## config.mk

```make
export PLATFORM = sky130hd
export DESIGN_NAME = vec_writeback
export DESIGN_NICKNAME = d
export VERILOG_FILES = /design/src/rtl/vec_writeback_pkg.sv /design/src/rtl/vec_writeback_ld_extend.sv /design/src/rtl/vec_writeback.sv
export SDC_FILE = /design/constraint.sdc
export NUM_CORES = 1
export LEC_CHECK = 0
export CAP_MARGIN = 0
export CORE_AREA = 2 2 273 275
export DETAILED_ROUTE_END_ITERATION = 16
export DIE_AREA = 0 0 275 277
export PLACE_DENSITY_LB_ADDON = 0.15
export SYNTH_ARGS = -nofsm -noshare
export SYNTH_HDL_FRONTEND = slang
export SYNTH_SLANG_ARGS = --single-unit
```

## constraint.sdc

```tcl
create_clock -name clk -period 3.1 [get_ports clk]
set_input_delay 0.93 -clock clk [delete_from_list [all_inputs] [get_ports clk]]
set_output_delay 0.93 -clock clk [all_outputs]
set_load 0.005 [all_outputs]
```

## src/rtl/vec_writeback_pkg.sv

```systemverilog
// Shared codes for the writeback/memory stage: FSM/mem_wr codes, instruction types, opcode IDs.
// Latency: n/a (constants and pure helper functions only).
// Backpressure: n/a.
package vec_writeback_pkg;

  // FSM state codes; IDLE/LD/ST double as mem_wr request codes
  localparam logic [1:0] IDLE = 2'd0;
  localparam logic [1:0] LD   = 2'd1;
  localparam logic [1:0] ST   = 2'd2;

  // Instruction type codes
  localparam logic [1:0] DONE = 2'd0;
  localparam logic [1:0] REG  = 2'd1;
  localparam logic [1:0] MEM  = 2'd2;
  localparam logic [1:0] BR   = 2'd3;

  // Opcode IDs; loads and stores are kept contiguous so range checks work
  localparam logic [5:0] ADD  = 6'd1;
  localparam logic [5:0] JALR = 6'd2;
  localparam logic [5:0] BEQ  = 6'd3;
  localparam logic [5:0] LB   = 6'd8;
  localparam logic [5:0] LH   = 6'd9;
  localparam logic [5:0] LW   = 6'd10;
  localparam logic [5:0] LBU  = 6'd11;
  localparam logic [5:0] LHU  = 6'd12;
  localparam logic [5:0] SB   = 6'd13;
  localparam logic [5:0] SH   = 6'd14;
  localparam logic [5:0] SW   = 6'd15;
  localparam logic [5:0] VLE  = 6'd16;
  localparam logic [5:0] VSE  = 6'd17;
  localparam logic [5:0] VADD = 6'd18;

  function automatic logic is_load(input logic [5:0] op);
    return (op >= LB) && (op <= LHU);
  endfunction

  function automatic logic is_store(input logic [5:0] op);
    return (op >= SB) && (op <= SW);
  endfunction

  // Transfer size in bytes for a scalar memory opcode
  function automatic logic [2:0] mem_len_of(input logic [5:0] op);
    case (op)
      LB, LBU, SB: return 3'd1;
      LH, LHU, SH: return 3'd2;
      default:     return 3'd4;
    endcase
  endfunction

endpackage

```

## src/rtl/vec_writeback_ld_extend.sv

```systemverilog
// Load-data extender: sign/zero-extends right-aligned load data according to the opcode.
// Latency: combinational.
// Backpressure: none.
import vec_writeback_pkg::*;

module vec_writeback_ld_extend #(
  parameter int XLEN = 32
) (
  input  logic [5:0]      name,
  input  logic [XLEN-1:0] ld_data,
  output logic [XLEN-1:0] ext_data
);

  // Select the extension rule; word loads and unknown opcodes pass through
  always_comb begin
    ext_data = ld_data;
    case (name)
      LB:      ext_data = {{(XLEN-8){ld_data[7]}}, ld_data[7:0]};
      LH:      ext_data = {{(XLEN-16){ld_data[15]}}, ld_data[15:0]};
      LBU:     ext_data = {{(XLEN-8){1'b0}}, ld_data[7:0]};
      LHU:     ext_data = {{(XLEN-16){1'b0}}, ld_data[15:0]};
      default: ext_data = ld_data;
    endcase
  end

endmodule

```

## src/rtl/vec_writeback.sv

```systemverilog
// Writeback/memory stage: scalar/vector register writes, branch redirects, scalar and unit-stride vector loads/stores.
// Latency: 1 cycle for register/branch results; memory results 1 cycle after mem_rdy, one element per request.
// Backpressure: wb_rdy low while a transfer is in flight or after halt; rdy low freezes everything.
import vec_writeback_pkg::*;

module vec_writeback #(
  parameter int XLEN  = 32,
  parameter int LANES = 4,
  parameter int CNT_W = $clog2(LANES) + 1
) (
  input  logic                  clk,
  input  logic                  rst,
  input  logic                  rdy,
  input  logic                  rd_rdy,
  input  logic                  is_vec,
  input  logic [1:0]            op_type,
  input  logic [5:0]            name,
  input  logic [4:0]            rd,
  input  logic [XLEN-1:0]       pc,
  input  logic [XLEN-1:0]       imm,
  input  logic [XLEN-1:0]       val,
  input  logic [LANES*XLEN-1:0] vval,
  input  logic [XLEN-1:0]       st_data,
  input  logic [LANES*XLEN-1:0] vst_data,
  output logic                  wb_rdy,
  output logic                  br_rdy,
  output logic [XLEN-1:0]       pc_out,
  output logic [4:0]            reg_rd,
  output logic [XLEN-1:0]       reg_out,
  output logic                  vreg_we,
  output logic [4:0]            vreg_rd,
  output logic [LANES*XLEN-1:0] vreg_out,
  input  logic                  mem_rdy,
  input  logic [XLEN-1:0]       ld_data,
  output logic [1:0]            mem_wr,
  output logic [2:0]            mem_len,
  output logic [XLEN-1:0]       mem_addr,
  output logic [XLEN-1:0]       mem_data,
  output logic                  halt
);

  // Bubble between vector elements; never visible on mem_wr
  localparam logic [1:0] GAP = 2'd3;

  logic [1:0]            state_q, state_d;
  logic [CNT_W-1:0]      cnt_q, cnt_d, cnt_nx;
  logic [4:0]            rd_q, rd_d;
  logic [5:0]            name_q, name_d;
  logic                  vec_q, vec_d;
  logic [LANES*XLEN-1:0] vbuf_q, vbuf_d;
  logic                  wb_rdy_q, wb_rdy_d;
  logic                  br_rdy_q, br_rdy_d;
  logic [XLEN-1:0]       pc_out_q, pc_out_d;
  logic [4:0]            reg_rd_q, reg_rd_d;
  logic [XLEN-1:0]       reg_out_q, reg_out_d;
  logic                  vreg_we_q, vreg_we_d;
  logic [4:0]            vreg_rd_q, vreg_rd_d;
  logic [LANES*XLEN-1:0] vreg_out_q, vreg_out_d;
  logic [1:0]            mem_wr_q, mem_wr_d;
  logic [2:0]            mem_len_q, mem_len_d;
  logic [XLEN-1:0]       mem_addr_q, mem_addr_d;
  logic [XLEN-1:0]       mem_data_q, mem_data_d;
  logic                  halt_q, halt_d;
  logic [XLEN-1:0]       ext_data;
  logic                  last_elem;

  vec_writeback_ld_extend #(.XLEN(XLEN)) u_ld_extend (
    .name     (name_q),
    .ld_data  (ld_data),
    .ext_data (ext_data)
  );

  assign last_elem = (cnt_q == CNT_W'(LANES - 1));
  assign cnt_nx    = last_elem ? '0 : cnt_q + CNT_W'(1);

  // Next-state and output decode; pulse outputs default low every cycle
  always_comb begin
    state_d    = state_q;
    cnt_d      = cnt_q;
    rd_d       = rd_q;
    name_d     = name_q;
    vec_d      = vec_q;
    vbuf_d     = vbuf_q;
    wb_rdy_d   = wb_rdy_q;
    br_rdy_d   = 1'b0;
    pc_out_d   = pc_out_q;
    reg_rd_d   = '0;
    reg_out_d  = reg_out_q;
    vreg_we_d  = 1'b0;
    vreg_rd_d  = vreg_rd_q;
    vreg_out_d = vreg_out_q;
    mem_len_d  = mem_len_q;
    mem_addr_d = mem_addr_q;
    mem_data_d = mem_data_q;
    halt_d     = halt_q;
    case (state_q)
      IDLE: begin
        if (rd_rdy && wb_rdy_q) begin
          rd_d   = rd;
          name_d = name;
          vec_d  = is_vec;
          cnt_d  = '0;
          if (op_type == DONE) begin
            halt_d   = 1'b1;
            wb_rdy_d = 1'b0;
          end else if (is_vec) begin
            if (op_type == REG) begin
              vreg_we_d  = 1'b1;
              vreg_rd_d  = rd;
              vreg_out_d = vval;
            end else if (op_type == MEM && (name == VLE || name == VSE)) begin
              state_d    = (name == VLE) ? LD : ST;
              mem_addr_d = val;
              mem_len_d  = 3'd4;
              mem_data_d = vst_data[XLEN-1:0];
              vbuf_d     = vst_data;
              wb_rdy_d   = 1'b0;
            end
          end else if (op_type == BR) begin
            br_rdy_d = 1'b1;
            pc_out_d = (val != '0) ? pc + imm : pc + XLEN'(4);
          end else if (is_load(name) || is_store(name)) begin
            state_d    = is_load(name) ? LD : ST;
            mem_addr_d = val;
            mem_len_d  = mem_len_of(name);
            mem_data_d = st_data;
            wb_rdy_d   = 1'b0;
          end else if (op_type == REG) begin
            reg_rd_d  = rd;
            reg_out_d = val;
            if (name == JALR) begin
              reg_out_d = pc + XLEN'(4);
              br_rdy_d  = 1'b1;
              pc_out_d  = val;
            end
          end
        end
      end
      LD: begin
        if (mem_rdy) begin
          if (!vec_q) begin
            reg_rd_d  = rd_q;
            reg_out_d = ext_data;
            state_d   = IDLE;
            wb_rdy_d  = 1'b1;
          end else begin
            for (int i = 0; i < LANES; i++) begin
              if (cnt_q == CNT_W'(i)) vbuf_d[i*XLEN +: XLEN] = ld_data;
            end
            cnt_d = cnt_nx;
            if (last_elem) begin
              vreg_we_d  = 1'b1;
              vreg_rd_d  = rd_q;
              vreg_out_d = vbuf_d;
              state_d    = IDLE;
              wb_rdy_d   = 1'b1;
            end else begin
              state_d = GAP;
            end
          end
        end
      end
      ST: begin
        if (mem_rdy) begin
          if (!vec_q || last_elem) begin
            cnt_d    = '0;
            state_d  = IDLE;
            wb_rdy_d = 1'b1;
          end else begin
            cnt_d   = cnt_nx;
            state_d = GAP;
            for (int i = 0; i < LANES; i++) begin
              if (cnt_nx == CNT_W'(i)) mem_data_d = vbuf_q[i*XLEN +: XLEN];
            end
          end
        end
      end
      default: begin
        // GAP: step to the next word and reissue the same kind of request
        state_d    = (name_q == VSE) ? ST : LD;
        mem_addr_d = mem_addr_q + XLEN'(4);
      end
    endcase
    mem_wr_d = (state_d == GAP) ? IDLE : state_d;
  end

  // State and output registers; rdy low holds everything, reset drops any transfer
  always_ff @(posedge clk) begin
    if (rst) begin
      state_q    <= IDLE;
      cnt_q      <= '0;
      rd_q       <= '0;
      name_q     <= '0;
      vec_q      <= 1'b0;
      vbuf_q     <= '0;
      wb_rdy_q   <= 1'b1;
      br_rdy_q   <= 1'b0;
      pc_out_q   <= '0;
      reg_rd_q   <= '0;
      reg_out_q  <= '0;
      vreg_we_q  <= 1'b0;
      vreg_rd_q  <= '0;
      vreg_out_q <= '0;
      mem_wr_q   <= IDLE;
      mem_len_q  <= '0;
      mem_addr_q <= '0;
      mem_data_q <= '0;
      halt_q     <= 1'b0;
    end else if (rdy) begin
      state_q    <= state_d;
      cnt_q      <= cnt_d;
      rd_q       <= rd_d;
      name_q     <= name_d;
      vec_q      <= vec_d;
      vbuf_q     <= vbuf_d;
      wb_rdy_q   <= wb_rdy_d;
      br_rdy_q   <= br_rdy_d;
      pc_out_q   <= pc_out_d;
      reg_rd_q   <= reg_rd_d;
      reg_out_q  <= reg_out_d;
      vreg_we_q  <= vreg_we_d;
      vreg_rd_q  <= vreg_rd_d;
      vreg_out_q <= vreg_out_d;
      mem_wr_q   <= mem_wr_d;
      mem_len_q  <= mem_len_d;
      mem_addr_q <= mem_addr_d;
      mem_data_q <= mem_data_d;
      halt_q     <= halt_d;
    end
  end

  assign wb_rdy   = wb_rdy_q;
  assign br_rdy   = br_rdy_q;
  assign pc_out   = pc_out_q;
  assign reg_rd   = reg_rd_q;
  assign reg_out  = reg_out_q;
  assign vreg_we  = vreg_we_q;
  assign vreg_rd  = vreg_rd_q;
  assign vreg_out = vreg_out_q;
  assign mem_wr   = mem_wr_q;
  assign mem_len  = mem_len_q;
  assign mem_addr = mem_addr_q;
  assign mem_data = mem_data_q;
  assign halt     = halt_q;

endmodule

```

==> summary.md <==
| Metric | Value |
|---|---|
| Outcome | completed |
| Most instantiated library cell after synthesis | nand2_1 |
| Synth Area in Simple Gates | 23.60% |
| Fmax | approximately 330 MHz |
| Async SR Flop Fraction | 0% |
| Unrepaired setup endpoints after global routing | yes |
| Yosys warning total | 0 |
| Via count | roughly 29000 |
| Synth area leaders | dfxtp_1 35%, nand2_1 11%, a21oi_1 9.7% |
| Worst path arrival time | 3500 ps |
| Detailed placer's ending HPWL | 101700 um |
| Finished Layout Cells | 5142 |
| Final net count | approximately 4600 |
| Post-synthesis mux area share | 2.278% |
| Detailed Routing Iterations Pass 1 | 5 |
| Net count after synthesis | 3724 |
| Register Area | 8408 um^2 |
| Max Fanout on Critical Path | 3 |
| Final ANT Viol Nets | 0 |
| Initial Util | about a third |
| Share of layout cells above drive strength 1 | 12.67% |
| Worst-margin pin slew | 973.4 ps |
| Max-slew headroom | between 30% and 40% |
| Clock skew | 25.61 ps |
| Die height | 277 um |
| Largest family of logic cells by synthesized area | compound AO/OA/AOI/OAI gates |
| Mapped Cells | 3247 |
| Final Power | 14.99 mW |
| Post-route clock period utilization | 96.41% |
| CP Class | input pin to flop |
| Pwr dens | between 400 and 500 nW/um^2 |
| Post-layout instance area | 36210 um^2 |
| Global route overflow | 0 |
| Critical Path End Type | flop |
| WL/cell | 25.62 um |
| Yosys top cell area share | 35.44% |
| Clk buf depth | 3 |
| Root Buffer | clkbuf_16 |
| # clock sinks | 420 |
| First-pass GRT wire length | ~190000 um |
| Peak supply drop | 0.4076 mV |
| Post-synthesis sequential area ratio | 35.44% |
| Core area | 73570 um^2 |
| Largest net degree at the start of global routing | around 170 |
| Starting DRC count in detailed routing | 2473 |
| Placed Area | 34280 um^2 |
| Synth top cells by count | 680 x nand2_1, 460 x a21oi_1, 420 x dfxtp_1, 280 x o211ai_1, 232 x nor2_1 |
| Rows | 100 |
| Setup tns final | 0 ps |
| Synth unique cells | 80 |
| Via density | 5.545 |
| TritonCTS clock tree | yes |
| Data required, critical path | 3620 ps |
| Die Footprint | approximately 76000 um^2 |
| Clock Pin Slew Worst Setup and Hold Paths | 60 ps |
| CTS Buf Count | 52 |
| Mean Syn Cell Area | between 7 and 8 um^2 |
| Worst Hold Class | flop to flop |
| Dpl cells | 5028 |
| Die W | 275 um |
| Final setup fails | 0 |
| H-tree levels | 2 |
| Worst-Skew Late Latency | approximately 630 ps |
| Area Growth Syn to Fin | 52.63% |
| Placer Congestion | about 1 |
| WHS | 448.6 ps |
| GRT Total Usage | about a third |
| Max-slew violation count | 0 |
| Routed WL | 131700 um |
| Vias in the first global route | 27190 |
| Hold_buf cts | 0 |
| Top FF cell, synth | dfxtp_1 |
| Final Hold Fails | 0 |
| Remaining DRCs | 0 |
| LEAKAGE | 12.55 nW |
| Post-synthesis xor/xnor area fraction | 1.846% |
| Synthesized area | approximately 24000 um^2 |
| Multi-input gate area in the final layout | 14360 um^2 |
| Port Buffers | 709 |
| EDFF count, synth | 0 |
| Synth Area in Compound Gates | just under 30% |
| CP startpoint kind | input pin |
| Yosys reg bits | 420 |
| Post-Synth Adder-Cell Area | 2.247% |
| Leading area contributor after synthesis | dfxtp_1 |
| Antenna violations before repair | 24 |
| Max-cap violations | 0 |
| Clock period minus worst slack | 2989 ps |
| # IOs | 710 |
| # fillers | 7447 |
[registers in the layout, indices dropped and copies added (netlist names)]
name / count
br_rdy: 1
mem_data: 32
mem_wr: 2
pc_out: 32
reg_rd: 5
vreg_we: 1
vreg_rd: 5
wb_rdy: 1
rd_q: 5
vbuf_q: 128
reg_out: 32
name_q: 6
state_q: 2
mem_len: 3
mem_addr: 32
halt: 1
cnt_q: 3
vreg_out: 128
vec_q: 1
[per-stage QoR]
stage,worst slack (ps),utilization [%]
2_1_floorplan,-34.61,-
3_3_place_gp,-852.4,46.59
3_5_place_dp,-868.0,46.59
4_1_cts,0.2840,48.88
5_1_grt,-22.45,49.20
6_report,111.4,49.22
[metal layers]
metal	vias to the layer above	track usage, %	share of wire (%)
li1	13450	-	-
met1	13560	41.85	40
met4	16	13.93	4.7
met2	1252	54.02	46
met3	243	6.781	8.6
met5	-	0	0.075
[cells by family (layout without fill, tap and decap cells)]
family / Yosys count / count (layout)
simple gates: 1288 / 1288
compound gates: 1091 / 1091
flops: 420 / 420
buf+inv: 302 / 1208
mux: 54 / 54
xor+xnor: 50 / 50
fa+ha+maj: 42 / 42
other cells: 0 / 20
[cells in the final DEF, fill, tap and decap left out, types with 22 or more instances in the layout]
cell type and count:
a21oi_1 459, xnor2_1 24, o21ai_0 66, inv_1 22, ha_1 29, nor3_1 35
nor2b_1 39, clkbuf_16 52, buf_4 348, buf_12 35, a21o_1 26, o211ai_1 280
xor2_1 25, clkdlybuf4s50_1 694, dfxtp_1 420, nand2_1 678, nand3_1 178, mux2i_1 54
nor2_1 230, a211oi_1 132
[power breakdown]
part / leakage, nW / switching, mW / internal (mW)
clock network: 0.819 / 2.66 / 3.51
registers: 3.39 / 0.118 / 5.54
logic: 8.34 / 1.67 / 1.50
[repair_timing]
item,4_1_cts,5_1_grt
setup buffers,2,2
cloned,0,0
pin swaps,10,20
hold endpoints to repair,0,0
gates resized for setup,12,30
endpoints found under the setup margin,9,19
[area by class of cell]
type | instances | share of cell area [%]
inverter | 25 | 0.2591
multi-input combinational | 2525 | 39.67
antenna | 20 | 0.1382
tap | 969 | 3.348
clock inverter | 18 | 0.5598
timing repair buffer | 1092 | 28.80
clock buffer | 73 | 4.005
sequential | 420 | 23.22
[worst paths after layout]
path,slack [ps],cells past startpoint,start,to
setup / recovery,110,11,pc[9],pc_out[23]
hold / removal,450,2,vreg_out[100],vreg_out[100]
setup reg to reg,270,11,cnt_q[0],mem_data[24]
hold reg to reg,450,2,vreg_out[100],vreg_out[100]
[worst max-delay path, stage by stage]
cell             delay [ps]
clkdlybuf4s50_1         540
ha_4                    230
a21o_1                  170
a31o_2                  230
a221oi_4                240
a211o_1                 220
a211o_1                 240
nand2b_1                100
xnor2_1                 150
o211a_1                 230
o41ai_2                 200
Note: power is estimated with default switching activity, not from simulation.
